File: src/rtl/br_resolve_queue_pkg.sv
// Shared widths and the in-flight prediction record for the branch resolve queue.
// No logic here; latency and backpressure belong to the modules that import it.
package br_resolve_queue_pkg;

    localparam int PC_W  = 32;
    localparam int CNT_W = 16;

    typedef struct packed {
        logic [PC_W-1:0] pc;
        logic            pred;
    } entry_t;

    function automatic logic [CNT_W-1:0] sat_inc(input logic [CNT_W-1:0] v);
        return (&v) ? v : v + 1'b1;
    endfunction

endpackage

File: src/rtl/br_pred_fifo.sv
// Circular FIFO of in-flight predictions; head is readable in the same cycle, writes land next edge.
// Push while full and pop while empty are ignored; flush empties the queue by snapping head to tail.
module br_pred_fifo
    import br_resolve_queue_pkg::*;
#(
    parameter int DEPTH_LOG2 = 2
) (
    input  logic   clk,
    input  logic   rst_n,
    input  logic   push,
    input  entry_t push_dat,
    input  logic   pop,
    input  logic   flush,
    output logic   full,
    output logic   empty,
    output entry_t head_dat
);

    localparam int DEPTH = 1 << DEPTH_LOG2;

    logic [DEPTH_LOG2:0] wr_ptr;
    logic [DEPTH_LOG2:0] rd_ptr;
    entry_t              mem [DEPTH];
    logic                do_push;
    logic                do_pop;

    // Extra pointer MSB tells a wrapped-full queue apart from an empty one.
    assign empty    = (wr_ptr == rd_ptr);
    assign full     = (wr_ptr[DEPTH_LOG2] != rd_ptr[DEPTH_LOG2]) &&
                      (wr_ptr[DEPTH_LOG2-1:0] == rd_ptr[DEPTH_LOG2-1:0]);
    assign do_push  = push && !full && !flush;
    assign do_pop   = pop && !empty;
    assign head_dat = mem[rd_ptr[DEPTH_LOG2-1:0]];

    always_ff @(posedge clk or negedge rst_n) begin
        if (!rst_n) begin
            wr_ptr <= '0;
            rd_ptr <= '0;
        end else if (flush) begin
            rd_ptr <= wr_ptr;
        end else begin
            if (do_push) wr_ptr <= wr_ptr + 1'b1;
            if (do_pop)  rd_ptr <= rd_ptr + 1'b1;
        end
    end

    always_ff @(posedge clk) begin
        if (do_push) mem[wr_ptr[DEPTH_LOG2-1:0]] <= push_dat;
    end

endmodule

File: src/rtl/br_resolve_queue.sv
// Tracks in-flight branch predictions, trains the predictor on resolve and flags mispredictions.
// Update/flush/counter outputs 1 cycle after resolve_i; push dropped when full or when a flush wins.
module br_resolve_queue
    import br_resolve_queue_pkg::*;
#(
    parameter int DEPTH_LOG2 = 2
) (
    input  logic             clk,
    input  logic             rst_n,
    input  logic             push_i,
    input  logic [PC_W-1:0]  push_pc_i,
    input  logic             push_pred_i,
    input  logic             resolve_i,
    input  logic             resolve_taken_i,
    output logic             full_o,
    output logic             empty_o,
    output logic             upd_valid_o,
    output logic             upd_taken_o,
    output logic [PC_W-1:0]  upd_addr_o,
    output logic             flush_o,
    output logic [CNT_W-1:0] mispred_cnt_o,
    output logic             err_o
);

    entry_t push_dat;
    entry_t head_dat;
    logic   res_vld;
    logic   mispred;
    logic   fifo_push;

    assign push_dat.pc   = push_pc_i;
    assign push_dat.pred = push_pred_i;
    assign res_vld       = resolve_i && !empty_o;
    assign mispred       = res_vld && (resolve_taken_i != head_dat.pred);
    // A mispredict discards everything younger, including a branch fetched this same cycle.
    assign fifo_push     = push_i && !mispred;

    br_pred_fifo #(
        .DEPTH_LOG2 (DEPTH_LOG2)
    ) u_fifo (
        .clk      (clk),
        .rst_n    (rst_n),
        .push     (fifo_push),
        .push_dat (push_dat),
        .pop      (res_vld),
        .flush    (mispred),
        .full     (full_o),
        .empty    (empty_o),
        .head_dat (head_dat)
    );

    always_ff @(posedge clk or negedge rst_n) begin
        if (!rst_n) begin
            upd_valid_o   <= 1'b0;
            upd_taken_o   <= 1'b0;
            upd_addr_o    <= '0;
            flush_o       <= 1'b0;
            mispred_cnt_o <= '0;
            err_o         <= 1'b0;
        end else begin
            upd_valid_o <= res_vld;
            flush_o     <= mispred;
            if (res_vld) begin
                upd_taken_o <= resolve_taken_i;
                upd_addr_o  <= head_dat.pc;
            end
            if (mispred)               mispred_cnt_o <= sat_inc(mispred_cnt_o);
            if (resolve_i && empty_o)  err_o         <= 1'b1;
        end
    end

endmodule

File: config.mk
export PLATFORM = sky130hd
export DESIGN_NAME = br_resolve_queue
export DESIGN_NICKNAME = d
export VERILOG_FILES = /design/src/rtl/br_resolve_queue_pkg.sv /design/src/rtl/br_pred_fifo.sv /design/src/rtl/br_resolve_queue.sv
export SDC_FILE = /design/constraint.sdc
export NUM_CORES = 1
export LEC_CHECK = 0
export CAP_MARGIN = 0
export CORE_AREA = 2 2 120 122
export CTS_BUF_LIST = sky130_fd_sc_hd__clkbuf_16
export CTS_CLUSTER_DIAMETER = 120
export DETAILED_ROUTE_END_ITERATION = 8
export DIE_AREA = 0 0 122 124
export GPL_TIMING_DRIVEN = 0
export PLACE_DENSITY_LB_ADDON = 0.2
export REMOVE_ABC_BUFFERS = 1
export SLEW_MARGIN = 5
export SYNTH_ARGS = -nofsm -noshare
export SYNTH_HDL_FRONTEND = slang
export SYNTH_HIERARCHICAL = 1
export SYNTH_SLANG_ARGS = --single-unit
File: constraint.sdc
create_clock -name clk -period 5.7 [get_ports clk]
set_clock_uncertainty 0.2 [all_clocks]
set_input_delay 0.57 -clock clk [delete_from_list [all_inputs] [get_ports clk]]
set_output_delay 0.57 -clock clk [all_outputs]
set_load 0.02 [all_outputs]
==> summary.txt <==
Run status
  • Status: finished clean

Global route
  • Initial antenna violation count: 0
  • Largest net degree at the start of global routing: 59
  • Vias in the first global route: 4,009
  • Total global-route track usage: 0.196
  • GRT Residual Overflow: 0
  • Wire length of the first global-routing pass: 21.2 mm

Layout
  • Synth-to-layout area growth: 23.5%
  • Flip-flop and latch area: 0.00542 mm^2
  • Area taken by multi-input logic gates: 0.00192 mm^2
  • Final nets: 522
  • Ant. Diodes: 0
  • FILL cells: 921
  • Share of cells above drive strength 1: 0.242

Setup path
  • Reg2reg path depth: 7
  • CP startpoint: u_fifo/rd_ptr[0]
  • CP endpoint: u_fifo/mem[2][31]
  • Worst R2R End: u_fifo/mem[2][31]
  • Kind of critical path: flop to flop
  • Startpoint types: flop
  • R2R Setup Slk: 1470 ps
  • CP Capture Type: flop
  • WP data arrival: 4080 ps
  • Worst R2R Start: u_fifo/rd_ptr[0]
  • CP max FO: 38
  • Worst EP required: 5550 ps

Clock tree
  • CTS sink cnt: 190
  • CTS tree: yes
  • # resized after CTS: 0
  • Clk root buf: clkbuf_16
  • Cts bufs inserted: 17
  • H-Tree Level Count: 4
  • Worst skew pair latency: 430 ps
  • CTS max path bufs: 2
  • # hold bufs at CTS: 0
  • Clk slew on worst S/H paths: 60 ps
  • Setup bufs post-CTS: 0

Power
  • Tot Pwr: 5.03 mW
  • Internal power: 3.48 mW
  • Flop pwr share: 0.430
  • Max rail drop VDD: 0.000249 V
  • Combinational power share: 0.327
  • Clock group share of total power: 0.243
  • Lkg Pwr: 3.29 nW
  • Switching portion of total power: 0.308
  • Net Switching: 1.55 mW
  • PwrDens: 547 mW/mm^2

Synth
  • Register area share after synthesis: 0.727
  • Post-synthesis cell count: 380
  • YS warnings: 6
  • Netlist cell types: 47
  • Synth top cells by count: edfxtp_1, dfrtp_1, mux2_2, mux4_2, xor2_1
  • Mapped Avg Cell Area: 19.6 um^2
  • Dominant cell type by area after synthesis: edfxtp_1
  • Most frequent cell after synthesis: edfxtp_1
  • Post-synth EDFFs: 132
  • Synth async-reset ratio: 0.305
  • Post-Syn Area: 0.00745 mm^2
  • Predominant post-synthesis flop cell: edfxtp_1
  • Post-synth top area share: 0.532
  • Top cells by area, synth: edfxtp_1, dfrtp_1, mux4_2
  • FF+latch count, synth: 190

Floorplanning
  • Die Span Y: 124 um
  • I/O pin count: 92
  • Row cnt: 43
  • Die extent in x: 122 um
  • Core area: 0.0137 mm^2
  • Die area: 0.0151 mm^2
  • Initial Util: 0.543

Drt
  • Vias per inst: 5.58
  • Detailed Route Iter0 Violations: 189
  • TritonRoute pass-1 iters: 4
  • DR WL/cell: 19.8 um
  • Wirelength, routed: 13.3 mm
  • Vias post-DR: 3,745
  • DRC: 0
  • Routed Antenna Nets: 0

STA
  • RSZ-0062 raised after global routing: no
  • Crit share post-route: 0.742
  • Max_slew headroom: 0.336
  • Slew Limit Fails: 0
  • Final hold vios: 0
  • Fin Setup TNS: 0 ps
  • Post-layout min period: 4230 ps
  • Fmax: 0.236 GHz
  • Final setup fails: 0
  • Slew @ Worst Pin: 996 ps

Min path
  • HP Class: primary input to async pin

Place
  • Final GP Congestion: 0.791
  • # port buffers: 91
  • DP HPWL: 7.90 mm

Flow run
  • Max-cap check violation count: 0
## how the worst min path moves through the flow
stage / cells past startpoint / slack (ps) / endpoint
floorplan: 0 / 70 / err_o
global placement: 1 / 240 / err_o
detailed placement: 1 / 250 / err_o
CTS: 1 / 50 / mispred_cnt_o[7]
global route: 1 / 100 / upd_addr_o[18]
finish: 1 / 30 / upd_addr_o[18]
## cell families after synthesis
kind of cell	Yosys count	share of synthesized area
adders and majority gates	6	0.0101
xor gates and xnor gates	22	0.0289
and+or+nand+nor	56	0.0479
AOI/OAI and AO/OA	13	0.0143
DFF	190	0.727
buffers and inverters	24	0.0171
muxes	69	0.155
## per-stage QoR
step	std cells	util	setup slack [ps]	instance area (um^2)	hold slack, ps
final	671	0.671	1470	9200	29.2
after global placement	636	0.619	-3570	8490	238
after global routing	671	0.671	1200	9200	98.9
after detailed placement	639	0.625	1440	8580	252
after CTS	671	0.671	1440	9200	54.8
after floorplan	365	-	-365	7360	74.4
## critical path, stage by stage (launching register included)
cell,delay [ps]
dfrtp_4,920
mux4_2,610
xor2_1,200
nand2_2,230
inv_1,230
nand2b_1,250
a31oi_2,290
and2_2,870
## cells in the final DEF (no fill, tap or decap), types with 4 or more instances in the layout
master and count:
clkbuf_16 17, nand2_1 8, edfxtp_1 132, ha_1 6, nor2_1 4, mux4_2 33, mux2_2 34, nor3_1 9
clkdlybuf4s50_1 90, xor2_1 16, nand4_1 6, dfrtp_1 56, bufinv_16 4, nand3_1 5, inv_1 9
## power by group through the flow
stage	logic (mW)	registers, mW	clock network [mW]
finish	1.64	2.16	1.22
global route	1.77	2.22	1.31
CTS	1.67	2.18	1.25
detailed placement	1.65	2.20	0
global placement	1.58	2.21	0
floorplan	0.838	2.32	0
## flip-flops by register name, summed over array words and instances, names as in the netlist
register,flops
upd_addr_o,32
u_fifo/wr_ptr,3
upd_valid_o,1
err_o,1
mispred_cnt_o,16
u_fifo/mem,132
flush_o,1
upd_taken_o,1
u_fifo/rd_ptr,3
## routing by layer
metal | vias to the layer above | global-route usage | wire, um
met3 | 25 | 0.0563 | 786
met5 | - | 0 | 0
li1 | 1697 | - | -
met4 | 0 | 0.0848 | 263
met2 | 118 | 0.332 | 7020
met1 | 1905 | 0.237 | 5240
## final cells by class
class,instances,share of cell area
Clock buffer,17,0.0462
Inverter,9,0.00367
Timing Repair Buffer,94,0.107
Sequential cell,190,0.589
Tap cell,180,0.0245
Multi-Input combinational cell,166,0.208
Clock inverter,15,0.0212
(Power assumes the default switching activity.)
